### config.mk
export PLATFORM = sky130hd
export DESIGN_NAME = mux_sel_rr
export DESIGN_NICKNAME = d
export VERILOG_FILES = /design/src/rtl/mux_sel_rr.sv
export SDC_FILE = /design/constraint.sdc
export NUM_CORES = 1
export LEC_CHECK = 0
export BUFFER_PORTS_ARGS = -buffer_cell sky130_fd_sc_hd__buf_2
export CORE_ASPECT_RATIO = 1.4
export CORE_MARGIN = 1.5
export CORE_UTILIZATION = 40
export CTS_CLUSTER_SIZE = 25
export DETAILED_ROUTE_END_ITERATION = 10
export GPL_ROUTABILITY_DRIVEN = 0
export HOLD_SLACK_MARGIN = 0.05
export PLACE_DENSITY = 0.74
export SYNTH_ARGS = -nofsm -noshare
export SYNTH_HDL_FRONTEND = slang
export SYNTH_SLANG_ARGS = --single-unit
### constraint.sdc
create_clock -name clk -period 6.5 [get_ports clk]
set_clock_uncertainty 0.1 [all_clocks]
set_input_delay 0.325 -clock clk [delete_from_list [all_inputs] [get_ports clk]]
set_output_delay 0.325 -clock clk [all_outputs]
set_load 0.005 [all_outputs]
### src/rtl/mux_sel_rr.sv
// mux_sel_rr: registered NCH-to-1 channel selector with valid/ready handshakes.
// The selection is either fixed (external sel) or round-robin among the
// requesting channels. A single-entry output register holds the selected word,
// and a wrapping counter tracks completed output transfers.
//
// Ports:
//   clk, rst_n     rising-edge clock, synchronous active-low reset
//   mode           0 = fixed select via sel, 1 = round-robin
//   sel            channel index used in fixed mode
//   in_data        flattened channel data, channel i at [i*WIDTH +: WIDTH]
//   in_valid       per-channel valid
//   in_ready       per-channel ready (combinational)
//   out_data       registered selected word
//   out_ch         channel that supplied out_data
//   out_valid      output register holds a word
//   out_ready      downstream accepts the word
//   xfer_count     completed output handshakes, wraps modulo 2**CNTW
module mux_sel_rr #(
    parameter int unsigned WIDTH = 32,
    parameter int unsigned NCH   = 4,
    parameter int unsigned SELW  = 2,
    parameter int unsigned CNTW  = 16
) (
    input  logic                   clk,
    input  logic                   rst_n,
    input  logic                   mode,
    input  logic [SELW-1:0]        sel,
    input  logic [NCH*WIDTH-1:0]   in_data,
    input  logic [NCH-1:0]         in_valid,
    output logic [NCH-1:0]         in_ready,
    output logic [WIDTH-1:0]       out_data,
    output logic [SELW-1:0]        out_ch,
    output logic                   out_valid,
    input  logic                   out_ready,
    output logic [CNTW-1:0]        xfer_count
);

    logic [WIDTH-1:0] out_data_q, out_data_d;
    logic [SELW-1:0]  out_ch_q, out_ch_d;
    logic             out_valid_q, out_valid_d;
    logic [SELW-1:0]  ptr_q, ptr_d;
    logic [CNTW-1:0]  xfer_count_q, xfer_count_d;

    logic             load_en;
    logic [SELW-1:0]  gnt;
    logic             gnt_valid;
    logic             in_xfer;
    logic [WIDTH-1:0] gnt_data;

    // Grant selection: fixed index, or first requester at/after ptr with wrap.
    always_comb begin
        gnt       = '0;
        gnt_valid = 1'b0;
        if (!mode) begin
            // Indices at or above NCH never match, so an out-of-range sel gives no grant.
            for (int i = 0; i < NCH; i++) begin
                if (SELW'(i) == sel && in_valid[i]) begin
                    gnt       = SELW'(i);
                    gnt_valid = 1'b1;
                end
            end
        end else begin
            // First pass covers ptr..NCH-1, second pass wraps to 0..ptr-1.
            for (int i = 0; i < NCH; i++) begin
                if (!gnt_valid && in_valid[i] && SELW'(i) >= ptr_q) begin
                    gnt       = SELW'(i);
                    gnt_valid = 1'b1;
                end
            end
            for (int i = 0; i < NCH; i++) begin
                if (!gnt_valid && in_valid[i]) begin
                    gnt       = SELW'(i);
                    gnt_valid = 1'b1;
                end
            end
        end
    end

    // Handshake and data steering for the granted channel.
    always_comb begin
        load_en  = !out_valid_q || out_ready;
        in_xfer  = rst_n && load_en && gnt_valid;
        gnt_data = '0;
        in_ready = '0;
        for (int i = 0; i < NCH; i++) begin
            if (SELW'(i) == gnt) begin
                gnt_data    = in_data[i*WIDTH +: WIDTH];
                in_ready[i] = in_xfer;
            end
        end
    end

    // Next-state for the output register, RR pointer and transfer counter.
    always_comb begin
        out_data_d   = out_data_q;
        out_ch_d     = out_ch_q;
        out_valid_d  = out_valid_q;
        ptr_d        = ptr_q;
        xfer_count_d = xfer_count_q;

        if (out_valid_q && out_ready) begin
            out_valid_d  = 1'b0;
            xfer_count_d = xfer_count_q + CNTW'(1);
        end

        // A load in the same cycle as a drain overrides the clear of out_valid.
        if (in_xfer) begin
            out_valid_d = 1'b1;
            out_data_d  = gnt_data;
            out_ch_d    = gnt;
            if (mode) begin
                ptr_d = (32'(gnt) == NCH - 1) ? '0 : gnt + SELW'(1);
            end
        end
    end

    // State registers.
    always_ff @(posedge clk) begin
        if (!rst_n) begin
            out_data_q   <= '0;
            out_ch_q     <= '0;
            out_valid_q  <= 1'b0;
            ptr_q        <= '0;
            xfer_count_q <= '0;
        end else begin
            out_data_q   <= out_data_d;
            out_ch_q     <= out_ch_d;
            out_valid_q  <= out_valid_d;
            ptr_q        <= ptr_d;
            xfer_count_q <= xfer_count_d;
        end
    end

    assign out_data   = out_data_q;
    assign out_ch     = out_ch_q;
    assign out_valid  = out_valid_q;
    assign xfer_count = xfer_count_q;

endmodule

Word-level counts from Yosys, hierarchy flattened
Cells that the tools add are included.
Cells by class
  muxes and demuxes: 42
  reductions and logical operators: 31
  order comparisons: 4
  eq/ne operators: 7
  add/sub/neg operators: 2
Operators with widths (number)
  two-way mux 32 bit: 4
  two-way mux 1 bit: 28
  two-way mux 2 bit: 10
  logical AND 1 bit: 18
  adder 16 x 1 -> 16 bit, second input constant: 1
  == test 2 bit, first input constant: 4
  logical NOT 1 bit: 8
  == test 1 x 2 -> 1 bit, first input constant: 2
  greater-or-equal comparator 1 x 2 -> 1 bit, first input constant: 2
  greater-or-equal comparator 2 bit, first input constant: 2
  logical NOT 2 bit: 2
  adder 2 x 1 -> 2 bit, second input constant: 1
  == test 2 bit, second input constant: 1
  AND reduction 2 bit: 1
  nonzero test 2 bit: 1
  logical OR 1 bit: 1
Word-level totals
  logic and storage cells: 91
  register bits after elaboration: 53
  bits of input ports: 138
  output and inout port bits: 55

Longest topological paths before layout
Gate-level depths: netlist of the first run.
  word-level depth: 40
  mapped depth: 12
  mapped depth without buffers: 10

Worst setup path after synthesis of the first run
OpenSTA, ideal clock, no wires.
  path type: input -> register
  from: input in_valid[1]
  to: register out_data_q[17] (netlist: out_data[17])
  stages on the path: 10
  path buffers: 2
  path slack: 3.732 ns
  required time: 6.268 ns
  library setup time: 0.132 ns
  arrival: 2.536 ns
  cells stage by stage: nand2b_1 -> or4_2 -> a31o_2 -> inv_1 -> ha_1 -> clkbuf_1 -> clkbuf_1 -> a21oi_1 -> a221oi_1 -> nor3_2
On the way
  cells in the longest elaborated chain, start to end: 35
  elaborated cells between the ends (all ways): 54
  those cells by class: eq/ne: 3; mux: 32; reduce/logical: 19
RTL lines
  start, declared: line 29  | input logic [NCH-1:0] in_valid,
  logical AND 1 bit (2 in a row): line 65  | if (!gnt_valid && in_valid[i] && SELW'(i) >= ptr_q) begin
  two-way mux 1 bit: line 65
  two-way mux 1 bit: line 54  | if (!mode) begin
  logical NOT 1 bit: line 65
  logical AND 1 bit (2 in a row): line 65
  two-way mux 1 bit: line 65
  two-way mux 1 bit: line 54
  logical NOT 1 bit: line 65
  [16 not listed]
  logical NOT 1 bit: line 71  | if (!gnt_valid && in_valid[i]) begin
  logical AND 1 bit: line 71
  two-way mux 2 bit *: line 71
  two-way mux 2 bit *: line 54
  named net gnt[1]: line 45  | logic [SELW-1:0] gnt;
  logical NOT 2 bit: line 86  | if (SELW'(i) == gnt) begin
  two-way mux 32 bit (3 in a row): line 86
  two-way mux 32 bit *: line 86
  end signal, assigned: line 126  | out_data_q <= out_data_d;
  end, declared: line 38  | logic [WIDTH-1:0] out_data_q, out_data_d;
Mark *: on every way through the listed nets, which the timed path passes. The rest lies on a longest branch. The select of a mux whose other input is x is not followed.
A chain may end at the register's enable or synchronous reset.

Worst setup path after layout of the first run
  from: register ptr_q[1]
  to: output in_ready[2]
On the way
  cells in the longest elaborated chain, start to end: 37
  elaborated cells between the ends (all ways): 49
  those cells by class: order compare: 4; eq/ne: 1; mux: 25; reduce/logical: 19
RTL lines
  start, declared: line 41  | logic [SELW-1:0] ptr_q, ptr_d;
  start signal, assigned: line 129  | ptr_q <= ptr_d;
  greater-or-equal comparator 1 x 2 -> 1 bit: line 65
  logical AND 1 bit: line 65
  two-way mux 1 bit: line 65
  two-way mux 1 bit: line 54
  logical NOT 1 bit: line 65
  logical AND 1 bit (2 in a row): line 65
  two-way mux 1 bit: line 65
  two-way mux 1 bit: line 54
  [21 not listed]
  two-way mux 1 bit: line 54
  logical NOT 1 bit: line 71
  logical AND 1 bit: line 71
  two-way mux 2 bit *: line 71
  two-way mux 2 bit *: line 54
  named net gnt[1]: line 45
  == test 2 bit *: line 86
  two-way mux 1 bit *: line 86
  end, declared: line 30  | output logic [NCH-1:0] in_ready,
Marks and branches as above.

==> results of run 1 <==
==> cells in the final DEF, fill, tap and decap left out, types with 4 or more instances in the layout <==
cell,n
buf_2,192
dfxtp_1,53
nor2_1,50
a21oi_1,38
inv_1,37
a221o_1,31
nor3_2,26
a221oi_2,25
nand2_1,11
nand3_1,11
xor2_1,10
nor3_1,9
a221oi_1,7
o21ai_0,5
and2_1,5
clkbuf_16,5
xnor2_1,4
buf_4,4
==> worst max-delay path, delay by kind of cell (launching register included) <==
kind	cells	cell delay, ns
adders and majority gates	1	0.99
and+or+nand+nor	3	0.88
buffers and inverters	2	0.19
AOI/OAI and AO/OA	1	0.29
DFF	1	0.43
==> layer usage <==
layer	global-route usage [%]	vias up	part of all wire [%]
li1	-	1756	-
met1	24.3	1655	40
met2	40.2	148	51
met3	5.20	14	7.3
met4	5.86	0	1.6
met5	0	-	0
==> metrics by stage <==
step	worst slack [ns]	hold WS, ns	instances	instance area, um2	total power, W
final	2.98	0.205	661	4500	0.000960
after global routing	2.80	0.213	661	4500	0.00102
after CTS	3.01	0.205	661	4500	0.000970
after detailed placement	3.06	0.371	653	4330	0.000660
after global placement	3.12	0.360	653	4330	0.000652
after floorplan	3.73	0.347	388	3420	0.000563
==> layout make-up <==
| class | count | area, um2 | area share, % |
|---|---|---|---|
| multi-input combinational | 264 | 2010 | 44.6 |
| sequential | 53 | 1060 | 23.6 |
| timing repair buffer | 196 | 991 | 22.0 |
| inverter | 38 | 143 | 3.17 |
| tap | 102 | 128 | 2.83 |
| clock buffer | 5 | 125 | 2.78 |
| clock inverter | 3 | 47.5 | 1.06 |
==> sequential cells by signal, indices dropped and copies added, names as in the netlist <==
| name | count |
|---|---|
| out_data | 32 |
| xfer_count | 16 |
| out_ch | 2 |
| ptr_q | 2 |
| out_valid | 1 |
==> worst min-delay path by stage <==
stage,to,slack (ns),cells after the start
floorplan,xfer_count[3]$_SDFFE_PN0P_,0.35,1
global placement,out_ch[0]$_SDFFE_PN0N_,0.36,2
detailed placement,out_ch[0]$_SDFFE_PN0N_,0.37,2
CTS,out_data[9]$_SDFFE_PN0N_,0.21,3
global route,out_data[19]$_SDFFE_PN0N_,0.21,3
finish,out_data[9]$_SDFFE_PN0N_,0.21,3
==> logic make-up (layout without fill, tap and decap cells) <==
family                   Yosys count  in the layout
AO/OA/AOI/OAI                    114            114
XOR/XNOR                          14             14
adder cells (fa/ha/maj)            5              5
buffers and inverters             71            242
flip-flops                        53             53
multiplexers                       5              5
AND/OR/NAND/NOR                  126            126
==> power breakdown <==
group	internal [W]	switching (W)
logic	0.000130	0.000156
registers	0.000350	0.0000153
clock network	0.000185	0.000124
total	0.000664	0.000296
==> flow_summary_export.csv, run 1 <==
group,metric,value,unit
status,status,"finished, final reports clean",
power,p_leak,2.14,nW
global_routing,grtUsageTotal,21.8,%
layout,syn_to_final_growth,31.8,%
clock_tree,cts_resized,0,
synthesis,synth_xor_area_share,3.59,%
drt,routed_wl,10000,um
global_routing,grt_pass1_wl,15700,um
synthesis,ys_types,41,
worst_setup_path,r2r_cells,8,
synthesis,ys_seq_elements,53,
power,ir_drop,0.153,mV
global_routing,overflow,0,
drt,drc,0,
drt,viasPerCell,5.41,
clock_tree,clock_sinks,53,
sta,hold_viol,0,
placement,hpwlAfterDp,7260,um
worst_hold_path,hp-class,"in -> reg",
sta,rsz0062_at_grt,"false",
global_routing,antenna_found_initial,0,
worst_setup_path,worstPathMaxFanout,65,
sta,layout_min_cycle_time,3.52,ns
clock_tree,cts.path.max_buffers,2,
worst_setup_path,crit_start,"ptr_q[1]$_SDFFE_PN0P_",
sta,finalSetupViolCount,0,
die,fp-row-count,39,
synthesis,synth.yosys.seq_area_share,31.0,%
worst_setup_path,cp-end-kind,"output port",
sta,fmax,0.284,GHz
drt,dr.first_iter.drc_count,172,
worst_setup_path,worstPathCellList,"nand2_1 -> or4_2 -> a31o_2 -> inv_1 -> ha_2 -> and2_1 -> buf_2",
die,die_height,112,um
sta,drv_slew,0,
layout,nFillCells,766,
worst_hold_path,hold_path.startpoint,"in_data[105]",
worst_setup_path,max_stage_delay,0.99,ns
die,io_pins,193,
drt,vias,3573,
placement,port_buffers,192,
clock_tree,cts_buffers,5,
synthesis,synthTopCellsByCount,"dfxtp_1 (53), nor2_1 (50), a21oi_1 (38)",
synthesis,synthMuxAreaShare,1.54,%
drt,drtAntennaViolNets,0,
synthesis,synth_area_leaders,"dfxtp_1 (31%), a221oi_2 (11%), a221o_1 (9.4%), nor3_2 (7.6%), a21oi_1 (5.6%)",
layout,num-nets-final,701,
global_routing,grt_pass1_vias,3380,
clock_tree,cts-root-buf,"clkbuf_16",
worst_setup_path,arrival,3.10,ns
synthesis,synth_top_family_by_area,"compound AO/OA/AOI/OAI gates",
synthesis,synth_fa_ha_area_share,1.83,%
clock_tree,cts_tree,"yes",
die,die-area,9120,um2
die,core,8250,um2
synthesis,async_reset_ff_share,0,%
worst_setup_path,startpoint_type,"flop",
die,die_w,81.1,um
clock_tree,postCtsSetupBuffers,0,
global_routing,grt_max_degree,66,
synthesis,synth_area,3420,um2
layout,fin_util,54.6,%
worst_setup_path,r2r_end,"out_data[17]$_SDFFE_PN0N_",
sta,slew_headroom,18.2,%
synthesis,yosysMostFrequentCell,"dfxtp_1",
synthesis,synth_edf_count,0,
synthesis,synth_top_area_share,31.0,%
clock_tree,clk_pin_slew,0.07,ns
synthesis,synth_cells,388,
layout,drive_gt1_share,48.1,%
worst_setup_path,crit_slowest_cell,"ha_2",
worst_setup_path,required,6.07,ns
clock_tree,clock_latency,0.29,ns
power,power_density,213,nW/um2
worst_setup_path,worstSetupPathType,"reg -> out",
synthesis,synth_compound_gate_area_share,30.6,%
synthesis,synth_nets,531,
drt,drt-pass1-iter-count,4,
synthesis,yosysTopAreaCell,"dfxtp_1",
job,maxCapViolations,0,
synthesis,synthFlopType,"dfxtp_1",
sta,totalNegativeSetupSlack,0,ns
clock_tree,htreeDepth,2,
die,initial_core_util,41.5,%
worst_setup_path,rr_startpoint,"ptr_q[1]$_SDFFE_PN0P_",
sta,fin_crit_sh,54.2,%
clock_tree,cts_hold_buf,0,
synthesis,syn-mean-instance-area,8.81,um2
sta,worstMarginPinSlew,1.23,ns
worst_setup_path,crit_end,"in_ready[2]",
layout,n_antenna_cell,0,
drt,wl_per_cell,15.2,um
synthesis,yosys_warnings,0,
worst_setup_path,ff2ff_setup_slack,3.17,ns
synthesis,yosys.area_share.simple,20.9,%
Power figures use the tool's default switching activity.
==> inputs of run 2 (changes only) <==
--- a/config.mk
+++ b/config.mk
@@ -5,6 +5,7 @@
 export SDC_FILE = /design/constraint.sdc
 export NUM_CORES = 1
 export LEC_CHECK = 0
+export ABC_AREA = 1
 export BUFFER_PORTS_ARGS = -buffer_cell sky130_fd_sc_hd__buf_2
 export CORE_ASPECT_RATIO = 1.4
 export CORE_MARGIN = 1.5
@@ -13,7 +14,7 @@
 export DETAILED_ROUTE_END_ITERATION = 10
 export GPL_ROUTABILITY_DRIVEN = 0
 export HOLD_SLACK_MARGIN = 0.05
-export PLACE_DENSITY = 0.74
+export PLACE_DENSITY = 0.73
 export SYNTH_ARGS = -nofsm -noshare
 export SYNTH_HDL_FRONTEND = slang
 export SYNTH_SLANG_ARGS = --single-unit
==> constraint.sdc (replaced) <==
create_clock -name clk -period 3.3 [get_ports clk]
set_clock_uncertainty 0.1 [all_clocks]
set_input_delay 0.165 -clock clk [delete_from_list [all_inputs] [get_ports clk]]
set_output_delay 0.165 -clock clk [all_outputs]
set_load 0.005 [all_outputs]
==> run 2 against run 1 <==
Net effect:
- sequential share of layout area decreased by 0.47 points
- combinational power increased by 110%
- register-to-register slack got worse by 2.5 ns
- global-route usage increased by 1.2 points
- setup slack got worse by 2.4 ns
- routed wire length increased by 8.7%
- count of clock-buffer cells in the layout unchanged
- non-clock buffer count increased by 2
- critical path depth increased by 5
- final cell count increased by 26%
- critical path type unchanged
==> flow_summary_export.csv, run 2 <==
group,metric,value,unit
layout,drive_gt1_share,34.1,%
synthesis,yosysMostFrequentCell,"nand2_1",
die,die_w,81.8,um
drt,drc,0,
synthesis,syn-mean-instance-area,6.26,um2
power,p_leak,2.47,nW
sta,finalSetupViolCount,0,
synthesis,ys_seq_elements,53,
clock_tree,cts.path.max_buffers,2,
worst_setup_path,crit_start,"ptr_q[0]$_SDFFE_PN0P_",
clock_tree,clock_latency,0.28,ns
layout,n_antenna_cell,0,
drt,dr.first_iter.drc_count,190,
clock_tree,clock_sinks,53,
layout,layout_common_cells,"buf_2 (192), nand2_1 (164), o21ai_0 (60)",
worst_setup_path,r2r_cells,19,
die,die_height,113,um
worst_setup_path,rr_startpoint,"ptr_q[0]$_SDFFE_PN0P_",
worst_hold_path,hp-class,"in -> reg",
job,maxCapViolations,0,
placement,place_area,4440,um2
synthesis,synth_area_leaders,"dfxtp_1 (30%), nand2_1 (18%), o21ai_0 (8.6%), nand3_1 (7.3%), a21oi_1 (6.0%)",
clock_tree,cts_resized,0,
clock_tree,cts_buffers,5,
worst_setup_path,worstPathMaxFanout,33,
layout,fin_util,54.0,%
drt,drtAntennaViolNets,0,
layout,fin_area,4600,um2
die,die-area,9280,um2
die,io_pins,193,
synthesis,yosys_warnings,0,
global_routing,overflow,0,
global_routing,grtUsageTotal,23.0,%
worst_setup_path,arrival,2.41,ns
clock_tree,clk_pin_slew,0.07,ns
synthesis,synthFlopType,"dfxtp_1",
worst_setup_path,startpoint_type,"flop",
synthesis,yosysTopAreaCell,"dfxtp_1",
drt,vias,4115,
synthesis,synthTopCellsByCount,"nand2_1 (164), o21ai_0 (60), dfxtp_1 (53)",
synthesis,synth_top_area_share,30.5,%
global_routing,grt_max_degree,47,
worst_setup_path,cp-end-kind,"output port",
layout,final_common_cell,"buf_2",
sta,drv_slew,0,
worst_setup_path,ff2ff_setup_slack,0.66,ns
drt,viasPerCell,4.94,
sta,fmax,0.374,GHz
clock_tree,cts_hold_buf,0,
synthesis,synth_nets,699,
global_routing,grt_pass1_vias,3782,
sta,hold_viol,0,
synthesis,synth_cells,556,
worst_setup_path,crit_end,"in_ready[2]",
worst_setup_path,required,3.03,ns
layout,stdcell_count,833,
placement,place_inst,826,
die,fp-row-count,40,
drt,drt-pass1-iter-count,5,
power,ir_drop,0.285,mV
synthesis,synth.yosys.seq_area_share,30.5,%
clock_tree,postCtsSetupBuffers,0,
layout,syn_to_final_growth,32.0,%
sta,totalNegativeSetupSlack,0,ns
power,power_density,415,nW/um2
sta,fin_crit_sh,80.9,%
layout,num-nets-final,871,
sta,worstMarginPinSlew,0.861,ns
clock_tree,cts-root-buf,"clkbuf_16",
synthesis,async_reset_ff_share,0,%
placement,port_buffers,192,
clock_tree,htreeDepth,2,
worst_setup_path,r2r_end,"out_data[22]$_SDFFE_PN0N_",
layout,largest_reg_flops,32,
die,initial_core_util,40.9,%
sta,slew_headroom,42.5,%
clock_tree,cts_tree,"yes",
global_routing,antenna_found_initial,0,
drt,wl_per_cell,13.1,um
sta,rsz0062_at_grt,"false",
synthesis,ys_types,33,
global_routing,grt_pass1_wl,16900,um
die,core,8510,um2
placement,hpwlAfterDp,8340,um
status,status,"finished, final reports clean",
drt,routed_wl,10900,um
synthesis,synth_area,3480,um2
sta,layout_min_cycle_time,2.67,ns
worst_setup_path,worstSetupPathType,"reg -> out",
synthesis,synth_edf_count,0,
layout,nFillCells,886,
[run 2: worst max-delay path, cell delays in order (launching register included)]
cell     delay [ns]
dfxtp_1        0.32
nor2_1         0.10
nand2_1        0.10
nand2_2        0.12
nor2_8         0.05
nand3_1        0.06
nand3_1        0.07
nand2_1        0.13
inv_1          0.08
ha_1           0.19
inv_1          0.63
nor2_1         0.11
buf_2          0.16
[run 2: power by group]
part | total, W | internal, W | switching, W
sequential | 0.000740 | 0.000702 | 0.0000375
combinational | 0.000596 | 0.000250 | 0.000346
clock | 0.000573 | 0.000352 | 0.000221
[run 2: worst min-delay path by stage]
stage / end / depth (start not counted) / start
2_1_floorplan: out_data[12]$_SDFFE_PN0N_ / 2 / in_data[108]
3_3_place_gp: out_data[25]$_SDFFE_PN0N_ / 3 / in_data[121]
3_5_place_dp: out_data[20]$_SDFFE_PN0N_ / 3 / in_data[116]
4_1_cts: out_data[12]$_SDFFE_PN0N_ / 3 / in_data[108]
5_1_grt: out_data[2]$_SDFFE_PN0N_ / 3 / in_data[98]
6_report: out_data[20]$_SDFFE_PN0N_ / 3 / in_data[116]
[run 2: per-layer routing]
metal	vias up	GRT usage (%)	routed length, um
li1	2141	-	-
met1	1842	26.7	4480
met2	116	42.0	5680
met3	16	4.48	564
met4	0	6.21	188
met5	-	0	0
[run 2: area by class of cell]
type	count	area [um2]	area share, %
Sequential cell	53	1060	23.1
Multi-Input combinational cell	437	2110	45.9
Clock inverter	2	35.0	0.762
Inverter	33	129	2.80
Timing Repair Buffer	198	1010	21.9
Tap cell	105	131	2.86
Clock buffer	5	125	2.72
[run 2: cells by family (layout without fill, tap and decap cells)]
group,after synthesis,count (layout),share of synthesized area (%)
adder cells (fa/ha/maj),5,5,1.80
XOR/XNOR,2,2,0.503
buffers and inverters,66,238,8.95
AO/OA/AOI/OAI,118,118,17.2
AND/OR/NAND/NOR,312,312,41.1
flip-flops,53,53,30.5
[run 2: through the flow]
stage / setup WS, ns / hold WS [ns] / total power (W)
floorplan: 1.10 / 0.246 / 0.00113
global placement: 0.745 / 0.336 / 0.00134
detailed placement: 0.649 / 0.347 / 0.00135
CTS: 0.573 / 0.0509 / 0.00192
global route: 0.283 / 0.0661 / 0.00204
finish: 0.629 / 0.0534 / 0.00191
==> inputs of run 3 (changes only) <==
--- a/config.mk
+++ b/config.mk
@@ -5,7 +5,7 @@
 export SDC_FILE = /design/constraint.sdc
 export NUM_CORES = 1
 export LEC_CHECK = 0
-export ABC_AREA = 1
+export ABC_AREA = 0
 export BUFFER_PORTS_ARGS = -buffer_cell sky130_fd_sc_hd__buf_2
 export CORE_ASPECT_RATIO = 1.4
 export CORE_MARGIN = 1.5
@@ -14,7 +14,7 @@
 export DETAILED_ROUTE_END_ITERATION = 10
 export GPL_ROUTABILITY_DRIVEN = 0
 export HOLD_SLACK_MARGIN = 0.05
-export PLACE_DENSITY = 0.73
+export PLACE_DENSITY = 0.74
 export SYNTH_ARGS = -nofsm -noshare
 export SYNTH_HDL_FRONTEND = slang
 export SYNTH_SLANG_ARGS = --single-unit
==> constraint.sdc (replaced) <==
create_clock -name clk -period 2.75 [get_ports clk]
set_clock_uncertainty 0.1 [all_clocks]
set_input_delay 0.1375 -clock clk [delete_from_list [all_inputs] [get_ports clk]]
set_output_delay 0.1375 -clock clk [all_outputs]
set_load 0.005 [all_outputs]
==> run 3 against run 2 <==
Net effect:
- routed wire length grew 0.96%
- core utilization rose by 6.3 points
- sequential share of layout area fell by 1.7 points
- hold slack worse by 0.0011 ns
- critical path type is now reg -> reg
- critical endpoint is now out_data[15]$_SDFFE_PN0N_
- largest cell class unchanged
==> flow_summary_export.csv, run 3 (synthesis gave the netlist of run 1 again) <==
group,metric,value,unit
global_routing,grt_max_degree,32,
sta,fmax,0.378,GHz
die,io_pins,193,
power,power_frac_comb,34.6,%
drt,routed_wl,11000,um
layout,layout_common_cells,"buf_2 (192), dfxtp_1 (51), nor2_1 (50)",
power,power_frac_clock,27.4,%
worst_setup_path,ff2ff_setup_slack,0.11,ns
clock_tree,cts_buffers,5,
die,die_w,81.1,um
worst_setup_path,arrival,2.70,ns
clock_tree,cts.path.max_buffers,2,
worst_hold_path,holdPathEnd,"out_data[17]$_SDFFE_PN0N_",
worst_hold_path,hp-class,"in -> reg",
global_routing,grt_pass1_wl,16700,um
worst_setup_path,worstPathMaxFanout,22,
sta,layout_min_cycle_time,2.64,ns
sta,finalSetupViolCount,0,
power,p_int,0.00157,W
drt,drtAntennaViolNets,0,
status,status,"finished, final reports clean",
power,p_leak,2.36,nW
layout,final_common_cell,"buf_2",
power,finalPower,0.00227,W
placement,port_buffers,192,
sta,drv_slew,0,
global_routing,grtUsageTotal,23.1,%
layout,nFillCells,701,
drt,drc,0,
global_routing,antenna_found_initial,0,
worst_hold_path,hold_path.startpoint,"in_data[113]",
die,die_height,112,um
layout,multi_input_area,2040,um2
worst_setup_path,r2r_cells,11,
drt,dr.first_iter.drc_count,239,
power,p_switching,0.000698,W
layout,drive_gt1_share,48.2,%
clock_tree,clock_sinks,53,
worst_setup_path,rr_startpoint,"ptr_q[1]$_SDFFE_PN0P_",
worst_setup_path,crit_top_cell,"nor3_1",
sta,slew_headroom,46.6,%
worst_setup_path,crit_slowest_cell,"dfxtp_2",
die,core,8250,um2
power,sequentialPowerShare,38.0,%
layout,n_antenna_cell,0,
clock_tree,clk_pin_slew,0.06,ns
sta,hold_viol,0,
sta,worstMarginPinSlew,0.801,ns
die,initial_core_util,41.5,%
worst_setup_path,path_buf_inv,2,
clock_tree,cts-root-buf,"clkbuf_16",
clock_tree,htreeDepth,2,
worst_setup_path,crit_family,"compound AO/OA/AOI/OAI gates",
drt,viasPerCell,5.50,
worst_setup_path,worstSetupPathType,"reg -> reg",
worst_setup_path,cp-end-kind,"flop",
clock_tree,clock_latency,0.28,ns
layout,num-nets-final,745,
worst_setup_path,worstPathCellList,"buf_4 -> mux2i_1 -> nor2_1 -> nor3_1 -> a31oi_1 -> ha_1 -> nor2b_2 -> buf_12 -> a221o_1 -> a221oi_2 -> nor3_1",
power,power_density,456,nW/um2
drt,wl_per_cell,15.7,um
power,swShare,30.8,%
placement,hpwlAfterDp,7940,um
job,maxCapViolations,0,
worst_setup_path,startpoint_type,"flop",
sta,fin_crit_sh,96.1,%
die,die-area,9120,um2
drt,vias,3870,
layout,regArea,1060,um2
worst_setup_path,required,2.80,ns
layout,largest_reg_flops,32,
layout,syn_to_final_growth,45.5,%
power,ir_drop,0.287,mV
sta,totalNegativeSetupSlack,0,ns
drt,drt-pass1-iter-count,4,
global_routing,overflow,0,
global_routing,grt_pass1_vias,3630,
worst_hold_path,hold_depth,3,
worst_setup_path,r2r_end,"out_data[15]$_SDFFE_PN0N_",
die,fp-row-count,39,
worst_setup_path,max_stage_delay,0.32,ns
clock_tree,cts_tree,"yes",
==> run 3: worst register-to-register path: cells and delay by family (launching register included) <==
| kind | cells | cell delay (ns) |
|---|---|---|
| flops | 1 | 0.32 |
| buf+inv | 2 | 0.28 |
| fa+ha+maj | 1 | 0.26 |
| mux | 1 | 0.17 |
| simple gates | 4 | 0.63 |
| compound gates | 3 | 0.76 |
==> run 3: worst max-delay path by stage <==
stage,from,to,slack (ns),cells after the start
after detailed placement,in_valid[1],out_data[15]$_SDFFE_PN0N_,-0.04,10
after floorplan,ptr_q[1]$_SDFFE_PN0P_,out_data[17]$_SDFFE_PN0N_,0.05,10
final,ptr_q[1]$_SDFFE_PN0P_,out_data[15]$_SDFFE_PN0N_,0.11,11
after CTS,ptr_q[0]$_SDFFE_PN0P_,out_data[15]$_SDFFE_PN0N_,0.01,9
after global routing,ptr_q[1]$_SDFFE_PN0P_,out_data[15]$_SDFFE_PN0N_,-0.01,11
after global placement,in_valid[1],out_data[15]$_SDFFE_PN0N_,-0.009,10
==> run 3: repair_timing <==
action                     CTS  global route
hold endpoints to repair    26             0
setup endpoints to repair    0            15
gates resized for setup      0             6
hold buffers                26             0
buffers inserted             0             1
==> run 3: layout make-up <==
type,instances,area share (%)
Clock buffer,7,2.87
Tap cell,102,2.57
Timing Repair Buffer,240,29.4
Multi-Input combinational cell,264,40.9
Sequential cell,53,21.4
Inverter,38,2.87
==> run 3: routing by layer <==
metal / share of wire [%] / track usage (%) / up-vias
met5: 0 / 0 / -
met1: 39 / 25.7 / 1818
met3: 6.6 / 4.31 / 24
met4: 2.1 / 7.59 / 0
met2: 52 / 42.8 / 184
li1: - / - / 1844
==> run 3: metrics by stage <==
stage / hold slack [ns] / utilization [%] / std cells / setup slack [ns] / cell area (um2)
CTS: 0.0510 / 59.9 / 703 / 0.0150 / 4940
global placement: 0.309 / 55.0 / 670 / -0.00950 / 4530
detailed placement: 0.318 / 55.0 / 670 / -0.0447 / 4530
floorplan: 0.159 / - / 388 / 0.0499 / 3420
finish: 0.0523 / 60.3 / 704 / 0.107 / 4970
global route: 0.0501 / 60.3 / 704 / -0.0133 / 4970
==> run 3: power groups by stage <==
stage / Combinational [W] / Sequential [W] / Clock (W)
6_report: 0.000784 / 0.000860 / 0.000622
5_1_grt: 0.000851 / 0.000867 / 0.000671
4_1_cts: 0.000773 / 0.000859 / 0.000635
3_5_place_dp: 0.000742 / 0.000876 / 0
3_3_place_gp: 0.000723 / 0.000874 / 0
2_1_floorplan: 0.000449 / 0.000881 / 0
